<file path="src/rtl/lite_pkg.sv">
// Shared types and constants for the lite_v1 fetch/decode path.
// The instruction word splits into opcode/d1/d2; HALT is a reserved opcode/d2 pair.
package lite_pkg;

  localparam int INSTR_W = 20;
  localparam int OPC_W   = 2;
  localparam int D1_W    = 8;
  localparam int D2_W    = 10;

  localparam int OPC_MSB = 19;
  localparam int OPC_LSB = 18;
  localparam int D1_MSB  = 17;
  localparam int D1_LSB  = 10;
  localparam int D2_MSB  = 9;
  localparam int D2_LSB  = 0;

  localparam logic [OPC_W-1:0] HALT_OPC = 2'b11;
  localparam logic [D2_W-1:0]  HALT_D2  = 10'h3FF;

  typedef enum logic [1:0] {
    IDLE,
    FETCH,
    DRAIN
  } fetch_state_t;

  typedef struct packed {
    logic [OPC_W-1:0] opcode;
    logic [D1_W-1:0]  d1;
    logic [D2_W-1:0]  d2;
  } instr_t;

  function automatic instr_t decode(input logic [INSTR_W-1:0] word);
    instr_t i;
    i.opcode = word[OPC_MSB:OPC_LSB];
    i.d1     = word[D1_MSB:D1_LSB];
    i.d2     = word[D2_MSB:D2_LSB];
    return i;
  endfunction

  function automatic logic is_halt(input instr_t i);
    return (i.opcode == HALT_OPC) && (i.d2 == HALT_D2);
  endfunction

endpackage

</file>
<file path="src/rtl/lite_skid_fifo.sv">
// Two-entry first-word-fall-through buffer for decoded instructions.
// When empty, a push is visible at the head in the same cycle (write-through).
module lite_skid_fifo
  import lite_pkg::*;
(
  input  logic       clk,
  input  logic       rst,
  input  logic       push,
  input  instr_t     push_data,
  input  logic       pop,
  output instr_t     head,
  output logic       head_valid,
  output logic       full,
  output logic       empty,
  output logic [1:0] count
);

  logic [1:0] count_reg, count_next;
  logic       wr_ptr_reg, rd_ptr_reg;
  logic       take, bypass, store;

  assign empty = (count_reg == 2'd0);
  assign full  = (count_reg == 2'd2);
  assign count = count_reg;

  // A push that is popped straight through an empty buffer never occupies a slot.
  assign take   = pop && !empty;
  assign bypass = push && pop && empty;
  assign store  = push && !bypass && (!full || take);

  genvar gi;
  generate
    for (gi = 0; gi < 2; gi++) begin : g_slot
      instr_t slot_reg;
      always_ff @(posedge clk or negedge rst) begin
        if (!rst) begin
          slot_reg <= '0;
        end else if (store && (wr_ptr_reg == 1'(gi))) begin
          slot_reg <= push_data;
        end
      end
    end
  endgenerate

  always_comb begin
    count_next = count_reg + {1'b0, store} - {1'b0, take};
  end

  always_ff @(posedge clk or negedge rst) begin
    if (!rst) begin
      count_reg  <= 2'd0;
      wr_ptr_reg <= 1'b0;
      rd_ptr_reg <= 1'b0;
    end else begin
      count_reg <= count_next;
      if (store) wr_ptr_reg <= ~wr_ptr_reg;
      if (take)  rd_ptr_reg <= ~rd_ptr_reg;
    end
  end

  always_comb begin
    head_valid = !empty || push;
    if (!empty)    head = rd_ptr_reg ? g_slot[1].slot_reg : g_slot[0].slot_reg;
    else if (push) head = push_data;
    else           head = '0;
  end

endmodule

</file>
<file path="src/rtl/lite_fetch.sv">
// Instruction fetch/decode stage: streams words from a 1-cycle-latency ROM,
// drops HALT, and hands opcode/d1/d2 downstream through a 2-entry buffer.
module lite_fetch
  import lite_pkg::*;
#(
  parameter int ADDR_W    = 8,
  parameter int LAST_ADDR = 255
) (
  input  logic               clk,
  input  logic               rst,
  input  logic               start,
  output logic               imem_en,
  output logic [ADDR_W-1:0]  imem_addr,
  input  logic [INSTR_W-1:0] imem_rdata,
  output logic               out_valid,
  input  logic               out_ready,
  output logic [OPC_W-1:0]   opcode,
  output logic [D1_W-1:0]    d1,
  output logic [D2_W-1:0]    d2,
  output logic               busy,
  output logic               done
);

  localparam logic [ADDR_W-1:0] LAST   = ADDR_W'(LAST_ADDR);
  localparam logic [ADDR_W-1:0] PC_ONE = ADDR_W'(1);

  fetch_state_t      state_reg, state_next;
  logic [ADDR_W-1:0] pc_reg, pc_next;
  logic              pend_reg, pend_next;
  logic              halted_reg, halted_next;

  instr_t     rword, head;
  logic       ret_valid, halt_seen, push, pop, issue, credit;
  logic       fifo_full, fifo_empty, head_valid;
  logic [1:0] fifo_count;
  logic [2:0] occ;

  // Once HALT has come back, anything still returning is from a read past the end.
  assign rword     = decode(imem_rdata);
  assign ret_valid = pend_reg && !halted_reg;
  assign halt_seen = ret_valid && is_halt(rword);
  assign push      = ret_valid && !is_halt(rword);
  assign pop       = head_valid && out_ready;

  assign occ    = {1'b0, fifo_count} + {2'b00, pend_reg};
  assign credit = !fifo_full && (occ < 3'd2);

  lite_skid_fifo u_fifo (
    .clk        (clk),
    .rst        (rst),
    .push       (push),
    .push_data  (rword),
    .pop        (pop),
    .head       (head),
    .head_valid (head_valid),
    .full       (fifo_full),
    .empty      (fifo_empty),
    .count      (fifo_count)
  );

  always_ff @(posedge clk or negedge rst) begin
    if (!rst) begin
      state_reg  <= IDLE;
      pc_reg     <= '0;
      pend_reg   <= 1'b0;
      halted_reg <= 1'b0;
    end else begin
      state_reg  <= state_next;
      pc_reg     <= pc_next;
      pend_reg   <= pend_next;
      halted_reg <= halted_next;
    end
  end

  always_comb begin
    state_next  = state_reg;
    pc_next     = pc_reg;
    pend_next   = 1'b0;
    halted_next = halted_reg || halt_seen;
    issue       = 1'b0;
    done        = 1'b0;
    case (state_reg)
      IDLE: begin
        if (start) begin
          state_next  = FETCH;
          pc_next     = '0;
          halted_next = 1'b0;
        end
      end
      FETCH: begin
        if (credit) begin
          issue     = 1'b1;
          pend_next = 1'b1;
          // pc parks on LAST rather than wrapping past the end of memory
          if (pc_reg == LAST) state_next = DRAIN;
          else                pc_next    = pc_reg + PC_ONE;
        end
        if (halt_seen) state_next = DRAIN;
      end
      DRAIN: begin
        if (fifo_empty && !pend_reg) begin
          state_next = IDLE;
          done       = 1'b1;
        end
      end
      default: state_next = IDLE;
    endcase
  end

  assign imem_en   = issue;
  assign imem_addr = issue ? pc_reg : '0;
  assign busy      = (state_reg != IDLE);
  assign out_valid = head_valid;
  assign opcode    = head.opcode;
  assign d1        = head.d1;
  assign d2        = head.d2;

endmodule

</file>
<file path="config.mk">
export PLATFORM = sky130hd
export DESIGN_NAME = lite_fetch
export DESIGN_NICKNAME = d
export VERILOG_FILES = /design/src/rtl/lite_pkg.sv /design/src/rtl/lite_skid_fifo.sv /design/src/rtl/lite_fetch.sv
export SDC_FILE = /design/constraint.sdc
export NUM_CORES = 1
export LEC_CHECK = 0
export BUFFER_PORTS_ARGS = -buffer_cell sky130_fd_sc_hd__buf_2
export CORE_UTILIZATION = 40
export CTS_BUF_LIST = sky130_fd_sc_hd__clkbuf_16
export DETAILED_ROUTE_END_ITERATION = 10
export HOLD_SLACK_MARGIN = 0.06
export PLACE_DENSITY_LB_ADDON = 0.1
export SYNTH_ARGS = -nofsm -noshare
export SYNTH_HDL_FRONTEND = slang
export SYNTH_SLANG_ARGS = --single-unit
</file>
<file path="constraint.sdc">
create_clock -name clk -period 2.5 [get_ports clk]
set_clock_uncertainty 0.2 [all_clocks]
set_input_delay 0.5 -clock clk [delete_from_list [all_inputs] [get_ports clk]]
set_output_delay 0.5 -clock clk [all_outputs]
set_load 0.01 [all_outputs]
</file>
==> impl_table.tex, run 1 <==
\begin{tabular}{lr}
\hline
Metric & Value \\
\hline
\multicolumn{2}{l}{\textbf{Status}} \\
\quad Status & completed \\
\multicolumn{2}{l}{\textbf{Worst setup path}} \\
\quad CP Data Arrival Time & 1.73 ns \\
\quad CP Launch Point & imem\_rdata[7] \\
\quad CP max stage cell & a31o\_1 \\
\quad Critical path's most frequent cell & buf\_2 \\
\quad Worst path required time & 1.80 ns \\
\quad Endpoint type of the worst setup path & primary output \\
\quad Reg-to-reg endpoint & u\_fifo.g\_slot[1].slot\_reg[9]\$\_DFFE\_PN0P\_ \\
\quad Worst Setup Start Kind & input port \\
\quad Kind of cell with the highest combined delay on the critical path & buffers and inverters \\
\quad Worst flop-to-flop path startpoint & pend\_reg\$\_DFF\_PN0\_ \\
\quad Highest cell delay on the worst timing path & 0.26 ns \\
\quad Startpoint-to-endpoint class of the critical path & input port to primary output \\
\quad Maximum fanout encountered on the critical timing path & 16 \\
\quad Worst path bufs/invs & 3 \\
\quad Ordered cell list for the critical path & buf\_2 > and4\_1 > a31o\_1 > nor2\_4 > buf\_12 > o2bb2ai\_1 > buf\_2 \\
\quad Worst-case register-to-register setup slack & 0.43 ns \\
\quad Number of cells traversed by the worst register-to-register path & 4 \\
\multicolumn{2}{l}{\textbf{Finish}} \\
\quad Number of flip-flops under the largest register name & 40 \\
\quad Total inserted antenna cells & 0 \\
\quad Layout overhead on the synthesized area & 22.61\% \\
\quad Final Net Count & 324 \\
\quad Fraction of layout cells with a size suffix above 1 & 41.95\% \\
\quad Commonest cells after routing, fill and taps aside & dfrtp\_1, buf\_2, mux2i\_1 \\
\multicolumn{2}{l}{\textbf{Place}} \\
\quad Final weighted congestion in routability-driven placement & 0.7707 \\
\quad Number of port buffers & 55 \\
\quad Post-DP HPWL & 4.187 mm \\
\multicolumn{2}{l}{\textbf{Logic synthesis}} \\
\quad Compound-Gate Fraction of Synth Area & 10.00\% \\
\quad YS warnings & 0 \\
\quad Combinational family with the most area after synthesis & multiplexers \\
\quad Adder-cell share of the synthesized area & 0.8662\% \\
\quad Total of flip-flops plus latches after synthesis & 56 \\
\quad Post-Syn Area & 2889 um2 \\
\quad Share of async-settable or async-resettable flops after synthesis & 100.0\% \\
\quad Simple-gate share of the synthesized area & 10.22\% \\
\quad Post-synthesis xor/xnor area fraction & 1.213\% \\
\quad Number of instances in the synthesized netlist & 231 \\
\quad Leading register cell type out of synthesis & dfrtp\_1 \\
\quad Average instance area after synthesis & 12.51 um2 \\
\quad Synthesized net count & 257 \\
\quad Fraction of synthesized area in multiplexers & 26.50\% \\
\quad Count of distinct cell types in the synthesized netlist & 39 \\
\quad EDFF count, synth & 0 \\
\quad Part of the Yosys area used for sequential elements & 48.51\% \\
\multicolumn{2}{l}{\textbf{Timing}} \\
\quad Setup\_tns & 0 ns \\
\quad Post-route minimum period & 2.432 ns \\
\quad Post-Route Hold Slack & 0.2738 ns \\
\quad Number of hold violations in the final report & 0 \\
\quad Max Fclk & 0.4113 GHz \\
\quad Final slew viol count & 0 \\
\quad Share of the cycle needed by the critical path after routing & 97.26\% \\
\quad Number of endpoints failing setup at the final stage & 0 \\
\quad Setup repair after global routing missed its margin & yes \\
\quad Worst slew slack as a fraction of its limit & 61.03\% \\
\quad Slew of the pin with the lowest slew margin & 0.5698 ns \\
\multicolumn{2}{l}{\textbf{Clocking}} \\
\quad Source-to-sink clock delay at the later pin of the worst-skew pair & 0.29 ns \\
\quad Clock-pin slew on the worst setup and hold paths & 0.06 ns \\
\quad H-tree levels & 2 \\
\quad Root buf cell & clkbuf\_16 \\
\quad Number of clock buffers inserted by TritonCTS & 5 \\
\quad Clk sinks & 56 \\
\quad TritonCTS clock tree & done \\
\quad Max Root-Sink Buffers & 2 \\
\quad Post CTS Setup Buffer Count & 0 \\
\multicolumn{2}{l}{\textbf{Power and ir drop}} \\
\quad Leakage & 1.697 nW \\
\quad Largest vdd supply drop & 0.4703 mV \\
\quad Power density of the placed cells & 1358 nW/um2 \\
\multicolumn{2}{l}{\textbf{Global route}} \\
\quad First-pass GRT wire length & 9.991 mm \\
\quad Vias in the first global route & 1974 \\
\quad Maximum number of pins on one net before global-route repair & 23 \\
\quad All-Layer GR Usage & 17.41\% \\
\quad Total overflow reported by the global router & 0 \\
\quad Antenna violations before repair & 0 \\
\multicolumn{2}{l}{\textbf{Floorplanning}} \\
\quad Die outline width & 86.99 um \\
\quad Number of placement rows & 30 \\
\quad Initial core utilization & 42.06\% \\
\quad Area of the core & 6869 um2 \\
\quad I/O Pins & 56 \\
\quad Die footprint & 7566 um2 \\
\quad Die height & 86.99 um \\
\multicolumn{2}{l}{\textbf{Routing}} \\
\quad Routed vias & 2050 \\
\quad Remaining routing DRC violations & 0 \\
\quad Final WL & 6.083 mm \\
\quad Antenna Violating Nets Remaining & 0 \\
\quad Detail-routed net length per standard cell & 15.44 um \\
\quad Via density per instance & 5.203 \\
\quad Iteration-0 DRC count of the detailed router & 92 \\
\quad Drt pass-1 iters & 4 \\
\multicolumn{2}{l}{\textbf{Job}} \\
\quad Maximum Capacitance Violations & 0 \\
\multicolumn{2}{l}{\textbf{Worst hold path}} \\
\quad Worst Hold Endpoint & u\_fifo.g\_slot[1].slot\_reg[13]\$\_DFFE\_PN0P\_ \\
\quad Path type of the worst min-delay path & input port to register \\
\quad Cell depth of the worst hold path & 2 \\
\quad Source of the worst hold timing path & imem\_rdata[13] \\
\hline
\end{tabular}
[Yosys cell counts, drive strengths merged (3+ instances only)]
library cell,n,area [um2]
a21oi,3,15.01
and2,10,62.56
and4,5,43.79
buf,6,40.04
clkbuf,6,22.52
dfrtp,56,1401
inv,4,15.01
mux2,40,525.5
mux2i,24,240.2
nand2,10,37.54
nand2b,4,25.02
nand3,6,30.03
nor2,7,26.28
nor3,4,20.02
o2bb2ai,20,175.2
[cell families after synthesis]
| group | Yosys count |
|---|---|
| adders and majority gates | 2 |
| muxes | 64 |
| and+or+nand+nor | 53 |
| AOI/OAI and AO/OA | 36 |
| xor gates and xnor gates | 4 |
| DFF | 56 |
| buffers and inverters | 16 |
[worst register-to-register path: cells and delay by family (launching register included)]
family / cells / cell delay, ns
and+or+nand+nor: 2 / 0.71
DFF: 1 / 0.44
muxes: 1 / 0.37
AOI/OAI and AO/OA: 1 / 0.25
[routing by layer]
metal / share of wire (%) / wire (um) / GRT usage [%]
met1: 50 / 3063 / 23.93
met2: 45 / 2748 / 27.42
met3: 3.7 / 224 / 3.886
met4: 0.74 / 45 / 5.303
met5: 0 / 0 / 0
[layout make-up]
cell class / instances / area, um2
repair buffers: 72 / 442.9
flip-flops and latches: 56 / 1403
inverters: 4 / 15.01
clock buffers: 5 / 125.1
fillers: 622 / 3327
clock inverters: 2 / 8.758
well taps: 96 / 120.1
multi-input cells: 159 / 1428
[metrics by stage]
step	cell area, um2	power, mW	setup WS, ns	instances	utilization (%)
after global placement	3387	4.132	0.0006647	386	49.31
final	3542	4.810	0.06840	394	51.57
after floorplan	2889	3.341	0.2522	231	-
after detailed placement	3387	4.164	-0.02316	386	49.31
after CTS	3535	4.857	0.01328	394	51.46
after global routing	3542	5.154	-0.005719	394	51.57
[worst max path at each step]
| stage | endpoint | cells after the start |
|---|---|---|
| 3_3_place_gp | opcode[1] | 7 |
| 4_1_cts | opcode[1] | 5 |
| 2_1_floorplan | d1[0] | 5 |
| 5_1_grt | opcode[1] | 7 |
| 3_5_place_dp | opcode[1] | 7 |
| 6_report | opcode[1] | 7 |
[timing repair]
item                                   in CTS  in global routing
endpoints found under the hold margin      20                  0
gates resized for setup                     2                  3
setup endpoints to repair                  16                 18
hold buffers                                1                  0
[report_power, final]
group | total, mW | switching, mW | internal, mW
logic | 2.51 | 1.15 | 1.36
clock network | 0.661 | 0.300 | 0.361
registers | 1.64 | 0.302 | 1.34
Power figures use the tool's default switching activity.
==> run 2: changes to the inputs <==
--- a/config.mk
+++ b/config.mk
@@ -10,7 +10,7 @@
 export CTS_BUF_LIST = sky130_fd_sc_hd__clkbuf_16
 export DETAILED_ROUTE_END_ITERATION = 10
 export HOLD_SLACK_MARGIN = 0.06
-export PLACE_DENSITY_LB_ADDON = 0.1
+export PLACE_DENSITY = 0.68
 export SYNTH_ARGS = -nofsm -noshare
 export SYNTH_HDL_FRONTEND = slang
 export SYNTH_SLANG_ARGS = --single-unit
==> run 2 against run 1 <==
Compared with the run above: final cell count down 0.76%; global-route usage up 0.076 points; maximum frequency down 0.16%.
==> impl_table.tex, run 2 (synthesized netlist as in run 1, its figures left out) <==
\begin{tabular}{lr}
\hline
Metric & Value \\
\hline
\multicolumn{2}{l}{\textbf{Status}} \\
\quad Status & completed (unchanged) \\
\multicolumn{2}{l}{\textbf{Power and ir drop}} \\
\quad Leakage & 1.687 nW (was 1.697 nW) \\
\quad Largest vdd supply drop & 0.4941 mV (was 0.4703 mV) \\
\quad Power density of the placed cells & 1397 nW/um2 (was 1358 nW/um2) \\
\multicolumn{2}{l}{\textbf{Worst setup path}} \\
\quad CP max stage cell & dfrtp\_1 (was a31o\_1) \\
\quad Kind of cell with the highest combined delay on the critical path & simple AND/OR/NAND/NOR gates (was buffers and inverters) \\
\quad CP Data Arrival Time & 1.74 ns (was 1.73 ns) \\
\quad Maximum fanout encountered on the critical timing path & 9 (was 16) \\
\quad Worst path required time & 1.80 ns (about the same) \\
\quad Worst path bufs/invs & 2 (was 3) \\
\quad Startpoint-to-endpoint class of the critical path & register to primary output (was input port to primary output) \\
\quad Worst Setup Start Kind & register (was input port) \\
\quad Highest cell delay on the worst timing path & 0.45 ns (was 0.26 ns) \\
\quad Ordered cell list for the critical path & or2\_2 > nor2\_2 > buf\_4 > o2bb2ai\_1 > buf\_2 (was buf\_2 > and4\_1 > a31o\_1 > nor2\_4 > buf\_12 > o2bb2ai\_1 > buf\_2) \\
\quad Endpoint type of the worst setup path & primary output (unchanged) \\
\multicolumn{2}{l}{\textbf{Routing}} \\
\quad Final WL & 6.136 mm (was 6.083 mm) \\
\quad Iteration-0 DRC count of the detailed router & 97 (was 92) \\
\quad Drt pass-1 iters & 4 (unchanged) \\
\quad Remaining routing DRC violations & 0 (unchanged) \\
\quad Routed vias & 2063 (was 2050) \\
\quad Detail-routed net length per standard cell & 15.69 um (was 15.44 um) \\
\quad Antenna Violating Nets Remaining & 0 (unchanged) \\
\quad Via density per instance & 5.276 (was 5.203) \\
\multicolumn{2}{l}{\textbf{Worst hold path}} \\
\quad Path type of the worst min-delay path & input port to register (unchanged) \\
\multicolumn{2}{l}{\textbf{Timing}} \\
\quad Max Fclk & 0.4106 GHz (was 0.4113 GHz) \\
\quad Slew of the pin with the lowest slew margin & 0.6169 ns (was 0.5698 ns) \\
\quad Number of endpoints failing setup at the final stage & 0 (unchanged) \\
\quad Setup repair after global routing missed its margin & yes (unchanged) \\
\quad Post-route minimum period & 2.436 ns (was 2.432 ns) \\
\quad Final slew viol count & 0 (unchanged) \\
\quad Worst slew slack as a fraction of its limit & 57.81\% (was 61.03\%) \\
\quad Number of hold violations in the final report & 0 (unchanged) \\
\quad Setup\_tns & 0 ns (unchanged) \\
\quad Share of the cycle needed by the critical path after routing & 97.42\% (was 97.26\%) \\
\multicolumn{2}{l}{\textbf{Clocking}} \\
\quad Max Root-Sink Buffers & 2 (unchanged) \\
\quad Clk sinks & 56 (unchanged) \\
\quad H-tree levels & 2 (unchanged) \\
\quad Number of clock buffers inserted by TritonCTS & 5 (unchanged) \\
\quad Root buf cell & clkbuf\_16 (unchanged) \\
\quad Clock-pin slew on the worst setup and hold paths & 0.07 ns (was 0.06 ns) \\
\quad TritonCTS clock tree & done (unchanged) \\
\quad Source-to-sink clock delay at the later pin of the worst-skew pair & 0.29 ns (about the same) \\
\multicolumn{2}{l}{\textbf{Finish}} \\
\quad Layout overhead on the synthesized area & 22.48\% (was 22.61\%) \\
\quad Commonest cells after routing, fill and taps aside & dfrtp\_1, buf\_2, mux2i\_1 (unchanged) \\
\quad Final core utilization & 51.51\% (was 51.57\%) \\
\quad Commonest non-fill, non-tap cell in the layout & dfrtp\_1 \\
\quad Fraction of layout cells with a size suffix above 1 & 41.02\% (was 41.95\%) \\
\quad Total inserted antenna cells & 0 (unchanged) \\
\quad Final Net Count & 320 (was 324) \\
\quad Number of flip-flops under the largest register name & 40 (unchanged) \\
\multicolumn{2}{l}{\textbf{Global route}} \\
\quad Maximum number of pins on one net before global-route repair & 57 (was 23) \\
\quad All-Layer GR Usage & 17.49\% (was 17.41\%) \\
\quad First-pass GRT wire length & 10.12 mm (was 9.991 mm) \\
\quad Vias in the first global route & 2013 (was 1974) \\
\quad Total overflow reported by the global router & 0 (unchanged) \\
\quad Antenna violations before repair & 0 (unchanged) \\
\multicolumn{2}{l}{\textbf{Job}} \\
\quad Maximum Capacitance Violations & 0 (unchanged) \\
\multicolumn{2}{l}{\textbf{Place}} \\
\quad Post-DP HPWL & 4.185 mm (was 4.187 mm) \\
\quad Number of port buffers & 55 (unchanged) \\
\quad Final weighted congestion in routability-driven placement & 0.7539 (was 0.7707) \\
\multicolumn{2}{l}{\textbf{Floorplanning}} \\
\quad Die footprint & 7566 um2 (unchanged) \\
\quad Initial core utilization & 42.06\% (unchanged) \\
\quad Die outline width & 86.99 um (unchanged) \\
\quad Area of the core & 6869 um2 (unchanged) \\
\quad I/O Pins & 56 (unchanged) \\
\quad Number of placement rows & 30 (unchanged) \\
\quad Die height & 86.99 um (unchanged) \\
\hline
\end{tabular}
run 2: metal layers:
layer / up-vias / track usage, % / part of all wire (%)
li1: 985 / - / -
met1: 1024 / 24.01 / 47
met2: 49 / 27.99 / 49
met3: 5 / 3.318 / 3.7
met4: 0 / 5.455 / 1.0
met5: - / 0 / 0
run 2: per-stage QoR:
stage / std cells / cell area, um2 / total power, mW / setup WS (ns) / hold slack, ns
after CTS: 387 / 3485 / 4.888 / 0.008972 / 0.2623
after floorplan: 231 / 2889 / 3.341 / 0.2522 / 0.004409
after detailed placement: 378 / 3312 / 4.098 / 0.02219 / 0.2847
after global routing: 391 / 3538 / 5.281 / -0.009181 / 0.2612
final: 391 / 3538 / 4.942 / 0.06448 / 0.2710
after global placement: 378 / 3312 / 4.036 / 0.06896 / 0.2730
run 2: final timing paths:
| path | slack, ns | depth (start not counted) | start | to |
|---|---|---|---|---|
| setup / recovery | 0.06 | 5 | u_fifo.count[1]$_DFF_PN0_ | d1[2] |
| setup reg to reg | 0.39 | 4 | pend_reg$_DFF_PN0_ | u_fifo.g_slot[1].slot_reg[16]$_DFFE_PN0P_ |
| max in group asynchronous | 1.30 | 3 | rst | u_fifo.g_slot[1].slot_reg[4]$_DFFE_PN0P_ |
| min in group asynchronous | 0.55 | 3 | rst | u_fifo.g_slot[0].slot_reg[10]$_DFFE_PN0P_ |
| hold reg to reg | 0.30 | 2 | halted_reg$_DFF_PN0_ | halted_reg$_DFF_PN0_ |
| hold / removal | 0.27 | 2 | imem_rdata[11] | u_fifo.g_slot[1].slot_reg[11]$_DFFE_PN0P_ |
run 2: what timing repair did:
item	4_1_cts	5_1_grt
hold buffers	1	0
endpoints found under the setup margin	0	28
endpoints found under the hold margin	56	0
gates resized for setup	0	6
setup buffers	0	4
run 2: cell type report:
type | instances | area [um2]
tap | 96 | 120.1
clock buffer | 5 | 125.1
inverter | 4 | 18.77
timing repair buffer | 68 | 404.1
clock inverter | 3 | 37.54
multi-input combinational | 159 | 1431
fill | 621 | 3331
sequential | 56 | 1401
run 2: where the power goes:
part / total (mW) / internal (mW) / switching (mW)
clock network: 0.768 / 0.466 / 0.302
registers: 1.63 / 1.34 / 0.288
logic: 2.55 / 1.36 / 1.19
